--- config.mk ---
export PLATFORM = sky130hd
export DESIGN_NAME = rot_cmd_sequencer
export DESIGN_NICKNAME = d
export VERILOG_FILES = /design/src/rtl/rot_cmd_sequencer.sv
export SDC_FILE = /design/constraint.sdc
export NUM_CORES = 1
export LEC_CHECK = 0
export ABC_CLOCK_PERIOD_IN_PS = 4120
export CORE_MARGIN = 2
export CORE_UTILIZATION = 51
export CTS_CLUSTER_SIZE = 40
export DETAILED_ROUTE_END_ITERATION = 8
export PLACE_DENSITY = 0.76
export SLEW_MARGIN = 5
export SYNTH_ARGS = -nofsm -noshare
export SYNTH_HDL_FRONTEND = slang
export SYNTH_SLANG_ARGS = --single-unit
--- constraint.sdc ---
create_clock -name clk -period 4.12 [get_ports clk]
set_clock_uncertainty 0.1 [all_clocks]
set_input_delay 0.412 -clock clk [delete_from_list [all_inputs] [get_ports clk]]
set_output_delay 0.412 -clock clk [all_outputs]
set_load 0.01 [all_outputs]
--- src/rtl/rot_cmd_sequencer.sv ---
// rtl/rot_cmd_sequencer.sv - command FIFO and multi-pass sequencer in front of a combinational 8-bit rotator
module rot_cmd_sequencer #(
    parameter int DEPTH = 4,
    parameter int W     = 8
) (
    input  logic                       clk,
    input  logic                       rst_n,
    input  logic                       cmd_valid,
    output logic                       cmd_ready,
    input  logic                       cmd_lr,
    input  logic [2:0]                 cmd_amount,
    input  logic [1:0]                 cmd_reps,
    input  logic [W-1:0]               cmd_data,
    output logic                       rot_lr,
    output logic [2:0]                 rot_amount,
    output logic [W-1:0]               rot_data,
    input  logic [W-1:0]               rot_result,
    output logic                       res_valid,
    input  logic                       res_ready,
    output logic [W-1:0]               res_data,
    output logic                       busy,
    output logic [$clog2(DEPTH):0]     fifo_count
);

    localparam int AW = $clog2(DEPTH);
    localparam int CW = AW + 1;
    localparam int EW = W + 6;

    typedef enum logic [1:0] {
        IDLE = 2'd0,
        RUN  = 2'd1,
        DONE = 2'd2
    } state_t;

    state_t            state;
    state_t            state_next;

    logic [EW-1:0]     mem [DEPTH];
    logic [AW-1:0]     wr_ptr;
    logic [AW-1:0]     rd_ptr;
    logic [CW-1:0]     count;

    logic              push;
    logic              pop;
    logic [EW-1:0]     head;

    logic              work_lr;
    logic [2:0]        work_amount;
    logic [W-1:0]      work_data;
    logic [1:0]        rep_cnt;

    // Handshake qualifiers: a pop only happens from IDLE, so a full FIFO never sees a same-cycle refill.
    always_comb begin
        cmd_ready = (count != CW'(DEPTH));
        push      = cmd_valid && cmd_ready;
        pop       = (state == IDLE) && (count != '0);
        head      = mem[rd_ptr];
    end

    // Command storage; contents need no reset because count gates every read.
    always_ff @(posedge clk) begin
        if (push) begin
            mem[wr_ptr] <= {cmd_lr, cmd_amount, cmd_reps, cmd_data};
        end
    end

    // FIFO pointers and occupancy.
    always_ff @(posedge clk or negedge rst_n) begin
        if (!rst_n) begin
            wr_ptr <= '0;
            rd_ptr <= '0;
            count  <= '0;
        end else begin
            if (push) begin
                wr_ptr <= wr_ptr + 1'b1;
            end
            if (pop) begin
                rd_ptr <= rd_ptr + 1'b1;
            end
            case ({push, pop})
                2'b10:   count <= count + 1'b1;
                2'b01:   count <= count - 1'b1;
                default: count <= count;
            endcase
        end
    end

    // FSM state register.
    always_ff @(posedge clk or negedge rst_n) begin
        if (!rst_n) begin
            state <= IDLE;
        end else begin
            state <= state_next;
        end
    end

    // FSM next-state: IDLE loads a command, RUN counts passes, DONE waits for the consumer.
    always_comb begin
        state_next = state;
        case (state)
            IDLE: begin
                if (count != '0) begin
                    state_next = RUN;
                end
            end
            RUN: begin
                if (rep_cnt == 2'd0) begin
                    state_next = DONE;
                end
            end
            DONE: begin
                if (res_ready) begin
                    state_next = IDLE;
                end
            end
            default: state_next = IDLE;
        endcase
    end

    // Working registers and result holding; each RUN cycle feeds the rotator output back as the next operand.
    always_ff @(posedge clk or negedge rst_n) begin
        if (!rst_n) begin
            work_lr     <= 1'b0;
            work_amount <= 3'd0;
            work_data   <= '0;
            rep_cnt     <= 2'd0;
            res_data    <= '0;
            res_valid   <= 1'b0;
        end else begin
            case (state)
                IDLE: begin
                    if (pop) begin
                        work_lr     <= head[EW-1];
                        work_amount <= head[EW-2:EW-4];
                        rep_cnt     <= head[W+1:W];
                        work_data   <= head[W-1:0];
                    end
                end
                RUN: begin
                    work_data <= rot_result;
                    if (rep_cnt == 2'd0) begin
                        res_data  <= rot_result;
                        res_valid <= 1'b1;
                    end else begin
                        rep_cnt <= rep_cnt - 2'd1;
                    end
                end
                DONE: begin
                    if (res_ready) begin
                        res_valid <= 1'b0;
                    end
                end
                default: begin
                    res_valid <= 1'b0;
                end
            endcase
        end
    end

    // Rotator inputs come straight from registers so no cmd_* path reaches rot_*.
    always_comb begin
        rot_lr     = work_lr;
        rot_amount = work_amount;
        rot_data   = work_data;
        fifo_count = count;
        busy       = (state != IDLE) || (count != '0);
    end

endmodule

# Word level (Yosys, flattened, before mapping)
# Memory sizes are Yosys's and may differ from the RTL's.
# Cells that the tools add are included.
[word_totals]
reg_bits = 32
mem_bits_rw = 56
in_bits = 26
output_inout_bits = 26
word_cells = 57
memories = 1
[memory_table]
columns = ["memory", "words", "width", "rd", "rd_clocked_by_memory_dff", "wr", "line", "rtl"]
rows = [
  ["mem", 4, 14, 1, 0, 1, "38", "logic [EW-1:0] mem [DEPTH];"],
]
[classes]
n_addsub = 5
eq_ne = 10
muxes = 15
n_bitwise = 1
reduce_logical = 15
[ops]
columns = ["operator", "count"]
rows = [
  ["one-hot mux 8 bit (2 select lines)", 1],
  ["two-way mux 2 bit", 5],
  ["AND reduction 3 bit", 3],
  ["two-way mux 8 bit", 1],
  ["!= test 2 bit, second input constant", 4],
  ["one-hot mux 2 bit (3 select lines)", 1],
  ["one-hot mux 3 bit (2 select lines)", 1],
  ["AND reduction 2 bit", 3],
  ["nonzero test 2 bit", 3],
  ["adder 2 x 1 -> 2 bit, second input constant", 2],
  ["== test 2 x 1 -> 1 bit, second input constant", 2],
  ["== test 2 bit, second input constant", 2],
  ["logical NOT 2 bit", 2],
  ["two-way mux 1 bit", 4],
  ["one-hot mux 2 bit (2 select lines)", 1],
  ["adder 3 x 1 -> 3 bit, second input constant", 1],
  ["!= test 3 bit, second input constant", 1],
  ["one-hot mux 1 bit (3 select lines)", 1],
  ["nonzero test 3 bit", 1],
  ["subtractor 3 x 1 -> 3 bit, second input constant", 1],
  ["logical AND 1 bit", 2],
  ["!= test 2 x 1 -> 1 bit, second input constant", 1],
  ["subtractor 2 x 1 -> 2 bit, second input constant", 1],
  ["logical OR 1 bit", 1],
  ["NOT 1 bit", 1],
]

# Longest topological paths before layout
# Gate-level depths: netlist of the first run.
[logic_depth]
ltp_word = 4
ltp_mapped = 9
mapped_depth_nobuf = 9

# Least setup slack after synthesis of the first run
# No wires, ideal clock.
[synth_path]
path_kind = "register to register"
startpoint = "register count[1], in the netlist fifo_count[1]"
endpoint = "register count[2], in the netlist fifo_count[2]"
setup_ps = 79
arrival_time_ps = 2145
required_ps = 3941
slack_ps = 1796
stages_incl_launch_ff = 10
path_buffers = 0
synth_period_minus_slack_ps = 2324
cell_sequence = "dfrtp_1 > or3b_1 > and2_1 > inv_1 > ha_1 > inv_1 > fa_1 > xor2_1 > nor2_1 > xor2_1"
[synth_via]
elab_chain_cells = 4
elab_cells_between_ends = 10
cone_classes = "add/sub: 2; eq/ne: 3; mux: 1; reduce/logical: 4"
[synth_rtl]
columns = ["element", "line", "rtl"]
rows = [
  ["start, declared", "41", "logic [CW-1:0] count;"],
  ["start signal, assigned", "81", "2'b10: count <= count + 1'b1;"],
  ["start signal, assigned", "82", "2'b01: count <= count - 1'b1;"],
  ["start signal, assigned", "83", "default: count <= count;"],
  ["!= test 3 bit *", "54", "cmd_ready = (count != CW'(DEPTH));"],
  ["net cmd_ready", "9", "output logic cmd_ready,"],
  ["logical AND 1 bit *", "55", "push = cmd_valid && cmd_ready;"],
  ["== test 2 x 1 -> 1 bit or == test 2 bit (tied branches)", "80", "case ({push, pop})"],
  ["one-hot mux 3 bit (2 select lines) or nonzero test 2 bit (tied branches)", "--", ""],
]
# The timed path passes the listed nets; every way through them passes the cells marked *.
# A chain may end at the register's enable or synchronous reset.

# Final worst setup path of the first run
[layout_path]
startpoint = "register state[1]"
endpoint = "register count[2], in the netlist fifo_count[2]"
[layout_via]
elab_chain_cells = 4
elab_cells_between_ends = 6
cone_classes = "eq/ne: 2; mux: 1; reduce/logical: 3"
[layout_rtl]
columns = ["element", "line", "rtl"]
rows = [
  ["start, declared", "35", "state_t state;"],
  ["start signal, assigned", "93", "state <= state_next;"],
  ["logical NOT 2 bit *", "56", "pop = (state == IDLE) && (count != '0);"],
  ["logical AND 1 bit *", "56", ""],
  ["net pop", "44", "logic pop;"],
  ["== test 2 x 1 -> 1 bit or == test 2 bit (tied branches)", "80", ""],
  ["one-hot mux 3 bit (2 select lines) or nonzero test 2 bit (tied branches)", "--", ""],
]
# Marks and branches as above.

==> flow_metrics.py, run 1 <==
metrics = {
    "die": {
        "die_h_um": 87.1,
        "dieArea_mm2": 0.00759,
        "rows": 30,
        "die_x_um": 87.1,
        "io-pin-count": 52,
        "coreArea_mm2": 0.00676,
        "initial_utilization_pct": 52.2,
    },
    "global_routing": {
        "grt_pass1_wl_um": 9080,
        "overflow": 0,
        "grt_max_degree": 33,
        "antenna_found_initial": 0,
        "grt_pass1_vias": 1747,
        "grt_util_all_layers_pct": 16.8,
    },
    "status": {
        "outcome": "finished, final reports clean",
    },
    "sta": {
        "fin_crit_sh_pct": 63.3,
        "timing.setup.tns_ps": 0,
        "fmax_ghz": 0.384,
        "setup-violations-final": 0,
        "min_period_ps": 2610,
        "drv_slew": 0,
        "slew_headroom_pct": 46.4,
        "hold_viol": 0,
        "worstMarginPinSlew_ps": 804,
        "grt_setup_unrepaired": "no",
    },
    "synthesis": {
        "ys_seq_area_share_pct": 70.4,
        "postSynthCellCount": 190,
        "ys.flop_type": "edfxtp_1",
        "synth_seq_cells": 88,
        "syn_area_mm2": 0.00352,
        "synth_edf_count": 56,
        "ys_warn_count": 0,
        "synth_cell_types": 32,
        "syn_nets": 223,
        "synth_common_cells": "edfxtp_1 (56), dfrtp_1 (32), mux2_2 (13)",
        "yosysMostFrequentCell": "edfxtp_1",
        "synth.avg_cell_area_um2": 18.6,
        "yosysTopAreaCell": "edfxtp_1",
        "async_flop_share_pct": 36.4,
        "synthDominantCellAreaShare_pct": 47.7,
        "synthTopCellsByArea": "edfxtp_1 (48%), dfrtp_1 (23%), mux4_1 (8.9%)",
    },
    "setup_path": {
        "cp.required_ps": 4310,
        "cpPeakStageDelay_ps": 490,
        "cp.arrival_ps": 2790,
        "worstSetupEndpointType": "register",
        "criticalPathCategory": "reg -> reg",
        "cp-startpoint": "state[1]",
        "crit_buf_inv": 2,
        "critPathTopFamily": "simple AND/OR/NAND/NOR gates",
        "crit_slowest_cell": "nor2_1",
        "critPathLaunchType": "register",
        "reg2reg_from": "state[1]",
        "crit_fanout": 12,
        "crit_chain": "nor2_1, nand2_1, inv_1, ha_1, inv_1, fa_1, xor2_1, nor2_1, xor2_1",
    },
    "finish": {
        "syn2layout_area_growth_pct": 21.1,
        "antenna_cells": 0,
        "final_net_count": 280,
        "n_fill_cell": 492,
        "drive_gt1_share_pct": 13.1,
        "fin_area_mm2": 0.00427,
    },
    "clock_tree": {
        "cts_setup_buffers": 0,
        "cts_tree": "yes",
        "path_clk_slew_ps": 90,
        "ctsResizeCount": 0,
        "cts_htree_levels": 3,
        "clock_sinks": 88,
        "clk_latency_ps": 360,
        "cts_buffers": 9,
        "clk_root_buffer_cell": "clkbuf_8",
        "clk_path_buf_depth": 2,
        "cts_hold_buf": 0,
    },
    "place": {
        "io_buffers": 51,
        "place_congestion": 0.698,
        "hpwlAfterDp_um": 3870,
        "dpl_cell_area_mm2": 0.00409,
    },
    "routing": {
        "drt-vias-per-instance": 5.39,
        "ant_nets": 0,
        "drcViolationCount": 0,
        "vias": 1791,
        "drt-pass1-iter-count": 4,
        "drt_iter0_drc": 102,
        "routed_wl_um": 5790,
        "wl_per_cell_um": 17.4,
    },
    "power_and_ir_drop": {
        "p_per_area_mw_per_mm2": 726,
        "leakage_nw": 1.63,
        "peakVddDrop_mv": 0.259,
    },
    "flow_run": {
        "maxCapViolations": 0,
    },
    "worst_hold_path": {
        "hold_path_class": "in -> async",
    },
}
==> layer usage <==
metal | vias to the layer above | share of wire (%) | wire length, um | track usage [%]
li1 | 861 | - | - | -
met2 | 41 | 48 | 2790 | 25.8
met5 | - | 0 | 0 | 0
met4 | 0 | 2.1 | 119 | 9.65
met1 | 879 | 46 | 2640 | 22.0
met3 | 10 | 4.1 | 235 | 3.98
==> layout by cell type, fill, tap and decap left out, drive strengths merged, types with 2 or more instances in the layout <==
| cell type | n |
|---|---|
| dfrtp | 32 |
| clkbuf | 9 |
| clkinv | 3 |
| nor2 | 4 |
| nand2 | 8 |
| clkinvlp | 4 |
| clkdlybuf4s50 | 51 |
| inv | 9 |
| mux4 | 14 |
| and3 | 12 |
| o21ai | 2 |
| xor2 | 2 |
| xnor2 | 4 |
| mux2 | 13 |
| edfxtp | 56 |
| ha | 6 |
| a221o | 8 |
==> path summary, 6_finish.rpt <==
check                           cells after the start       endpoint  slack (ps)
worst max-delay path                                9  fifo_count[2]        1510
min in group clk                                    1    res_data[5]         410
worst max register to register                      9  fifo_count[2]        1510
worst min register to register                      1    res_data[5]         410
max in group asynchronous                           2         rot_lr        3280
worst min-delay path                                2    res_data[1]         330
==> metrics by stage <==
stage	hold WS [ps]	power, mW	worst slack, ps	std cells	util (%)
finish	334	3.10	1510	332	63.1
global route	366	3.30	1270	332	63.1
CTS	357	3.14	1530	332	63.1
detailed placement	397	2.61	1540	316	60.6
global placement	385	2.57	1650	316	60.6
floorplan	16.4	2.17	1800	190	-
==> cell type report <==
| type | count | area [um2] | area share, % |
|---|---|---|---|
| clock buffers | 9 | 124 | 2.90 |
| clock inverters | 7 | 48.8 | 1.14 |
| inverters | 9 | 33.8 | 0.792 |
| multi-input cells | 87 | 960 | 22.5 |
| flip-flops and latches | 88 | 2480 | 58.2 |
| well taps | 80 | 100 | 2.35 |
| repair buffers | 52 | 518 | 12.1 |
==> logic make-up after synthesis <==
group	synth area share, %
compound gates	3.80
xor+xnor	1.49
fa+ha+maj	2.70
buf+inv	2.34
flops	70.4
mux	14.4
simple gates	4.86
==> power breakdown <==
group,switching (mW),leakage (nW),internal [mW]
combinational,0.487,0.666,0.656
sequential,0.194,0.890,1.23
clock,0.308,0.0772,0.217
total,0.988,1.63,2.11
==> sequential cells by signal, indices dropped and copies added, names as in the netlist <==
| name | flops |
|---|---|
| res_data | 8 |
| wr_ptr | 2 |
| mem | 56 |
| rep_cnt | 2 |
| state | 2 |
| fifo_count | 3 |
| rot_amount | 3 |
| res_valid | 1 |
| rot_data | 8 |
| rd_ptr | 2 |
| rot_lr | 1 |
==> worst register-to-register path: cells and delay by family, from the launching register on <==
kind / cells / cell delay [ps]
XOR/XNOR: 2 / 290
buffers and inverters: 2 / 300
flip-flops: 1 / 440
AND/OR/NAND/NOR: 3 / 830
adder cells (fa/ha/maj): 2 / 590
Power figures use the tool's default switching activity.
==> run 2, diff against run 1 <==
--- a/config.mk
+++ b/config.mk
@@ -5,12 +5,12 @@
 export SDC_FILE = /design/constraint.sdc
 export NUM_CORES = 1
 export LEC_CHECK = 0
-export ABC_CLOCK_PERIOD_IN_PS = 4120
+export ABC_CLOCK_PERIOD_IN_PS = 2200
 export CORE_MARGIN = 2
-export CORE_UTILIZATION = 51
+export CORE_UTILIZATION = 48
 export CTS_CLUSTER_SIZE = 40
 export DETAILED_ROUTE_END_ITERATION = 8
-export PLACE_DENSITY = 0.76
+export PLACE_DENSITY = 0.75
 export SLEW_MARGIN = 5
 export SYNTH_ARGS = -nofsm -noshare
 export SYNTH_HDL_FRONTEND = slang
==> constraint.sdc (replaced) <==
create_clock -name clk -period 2.2 [get_ports clk]
set_clock_uncertainty 0.1 [all_clocks]
set_input_delay 0.22 -clock clk [delete_from_list [all_inputs] [get_ports clk]]
set_output_delay 0.22 -clock clk [all_outputs]
set_load 0.01 [all_outputs]
==> flow_metrics.py, run 2 (same netlist as run 1, synthesis figures left out) <==
metrics = {
    "setup_path": {
        "crit_fanout": 2,
        "crit_chain": "or3b_4, and2_4, inv_4, ha_4, inv_2, fa_2, xor2_1, nor2_1, xor2_1",
        "critPathLaunchType": "register",
        "cp.arrival_ps": 2310,
        "worstSetupEndpointType": "register",
        "criticalPathCategory": "reg -> reg",
        "crit_slowest_cell": "dfrtp_2",
        "critPathTopFamily": "simple AND/OR/NAND/NOR gates",
        "cpPeakStageDelay_ps": 410,
        "cp.required_ps": 2370,
        "critPathMostFrequentCell": "xor2_1",
        "crit_buf_inv": 2,
    },
    "routing": {
        "ant_nets": 0,
        "drt_iter0_drc": 51,
        "drt-pass1-iter-count": 4,
        "routed_wl_um": 6290,
        "drcViolationCount": 0,
        "vias": 1921,
        "wl_per_cell_um": 17.1,
        "drt-vias-per-instance": 5.23,
    },
    "power_and_ir_drop": {
        "leakage_nw": 1.73,
        "p_per_area_mw_per_mm2": 1390,
        "peakVddDrop_mv": 0.508,
        "finalPower_mw": 6.17,
    },
    "sta": {
        "timing.setup.tns_ps": 0,
        "hold_viol": 0,
        "slew_headroom_pct": 47.8,
        "fmax_ghz": 0.466,
        "min_period_ps": 2140,
        "grt_setup_unrepaired": "yes",
        "setup_slack_ps": 55.7,
        "worstMarginPinSlew_ps": 783,
        "hold_ws_ps": 159,
        "fin_crit_sh_pct": 97.5,
        "drv_slew": 0,
        "setup-violations-final": 0,
    },
    "clock_tree": {
        "clk_latency_ps": 350,
        "clk_root_buffer_cell": "clkbuf_8",
        "clk_path_buf_depth": 2,
        "clock_sinks": 88,
        "cts_buffers": 9,
        "cts_htree_levels": 3,
        "cts_hold_buf": 0,
        "cts_tree": "yes",
        "path_clk_slew_ps": 80,
    },
    "finish": {
        "largest_register_ffs": 56,
        "final_cell_mix": "edfxtp_1 (56), clkdlybuf4s50_1 (51), dfrtp_1 (31)",
        "final_cells": 367,
        "fin_area_mm2": 0.00444,
        "drive_gt1_share_pct": 20.9,
        "antenna_cells": 0,
        "final_util_pct": 61.8,
        "top_register": "mem",
        "syn2layout_area_growth_pct": 25.9,
        "final_net_count": 296,
        "final_common_cell": "edfxtp_1",
        "n_fill_cell": 531,
    },
    "place": {
        "pre_cts_slack_ps": -18.9,
        "dpl_cell_area_mm2": 0.00421,
        "io_buffers": 51,
        "place_inst": 346,
        "place_congestion": 0.694,
        "hpwlAfterDp_um": 4270,
    },
    "die": {
        "initial_utilization_pct": 49.1,
        "dieArea_mm2": 0.00804,
        "io-pin-count": 52,
        "rows": 31,
        "die_h_um": 89.7,
        "die_x_um": 89.7,
        "coreArea_mm2": 0.00718,
    },
    "global_routing": {
        "grt_util_all_layers_pct": 16.7,
        "grt_pass1_vias": 1905,
        "overflow": 0,
        "grt_pass1_wl_um": 9520,
        "antenna_found_initial": 0,
        "grt_max_degree": 33,
    },
    "status": {
        "outcome": "finished, final reports clean",
    },
    "worst_hold_path": {
        "hold_path_class": "in -> async",
    },
    "flow_run": {
        "maxCapViolations": 0,
    },
}
-- run 2: cell count changes in the layout (fill, tap and decap cells not counted), moves of 2 or more --
cell        change
buf_4          +16
clkinvlp_4      -4
inv_1           -3
clkbuf_8        +2
clkinv_2        +2
inv_2           +2
-- run 2: worst paths after layout --
check                         startpoint             to  slack (ps)  depth (start not counted)
max                        fifo_count[0]  fifo_count[2]          60                          9
min                                rst_n  fifo_count[0]         160                          2
max reg2reg                fifo_count[0]  fifo_count[2]          60                          9
min reg2reg                  res_data[3]    res_data[3]         410                          1
max in group asynchronous          rst_n  fifo_count[0]        1540                          2
min in group clk             cmd_data[4]      mem[3][4]         400                          1
-- run 2: where the power goes --
part,internal [mW],leakage [nW],total (mW),switching (mW)
sequential,2.32,0.889,2.58,0.259
combinational,1.45,0.743,2.60,1.14
clock,0.465,0.0959,0.991,0.526
total,4.24,1.73,6.17,1.93
-- run 2: what timing repair did --
item | 4_1_cts | 5_1_grt
buffers inserted | 5 | 0
pin swaps | 4 | 4
resized for setup | 2 | 3
setup endpoints to repair | 1 | 2
-- run 2: area by class of cell --
type,instances,area (um2),share of cell area (%)
inverters,9,36.3,0.818
multi-input cells,87,980,22.1
flip-flops and latches,88,2480,56.0
repair buffers,68,638,14.4
clock inverters,4,20.0,0.451
clock buffers,12,155,3.50
well taps,99,124,2.79
-- run 2: metal layers --
metal  vias to the layer above  share of wire (%)  GRT usage (%)
li1                        892                  -              -
met1                       973                 42           20.5
met2                        46                 53           27.8
met3                        10                3.3           3.56
met4                         0                2.0           8.96
met5                         -                  0              0
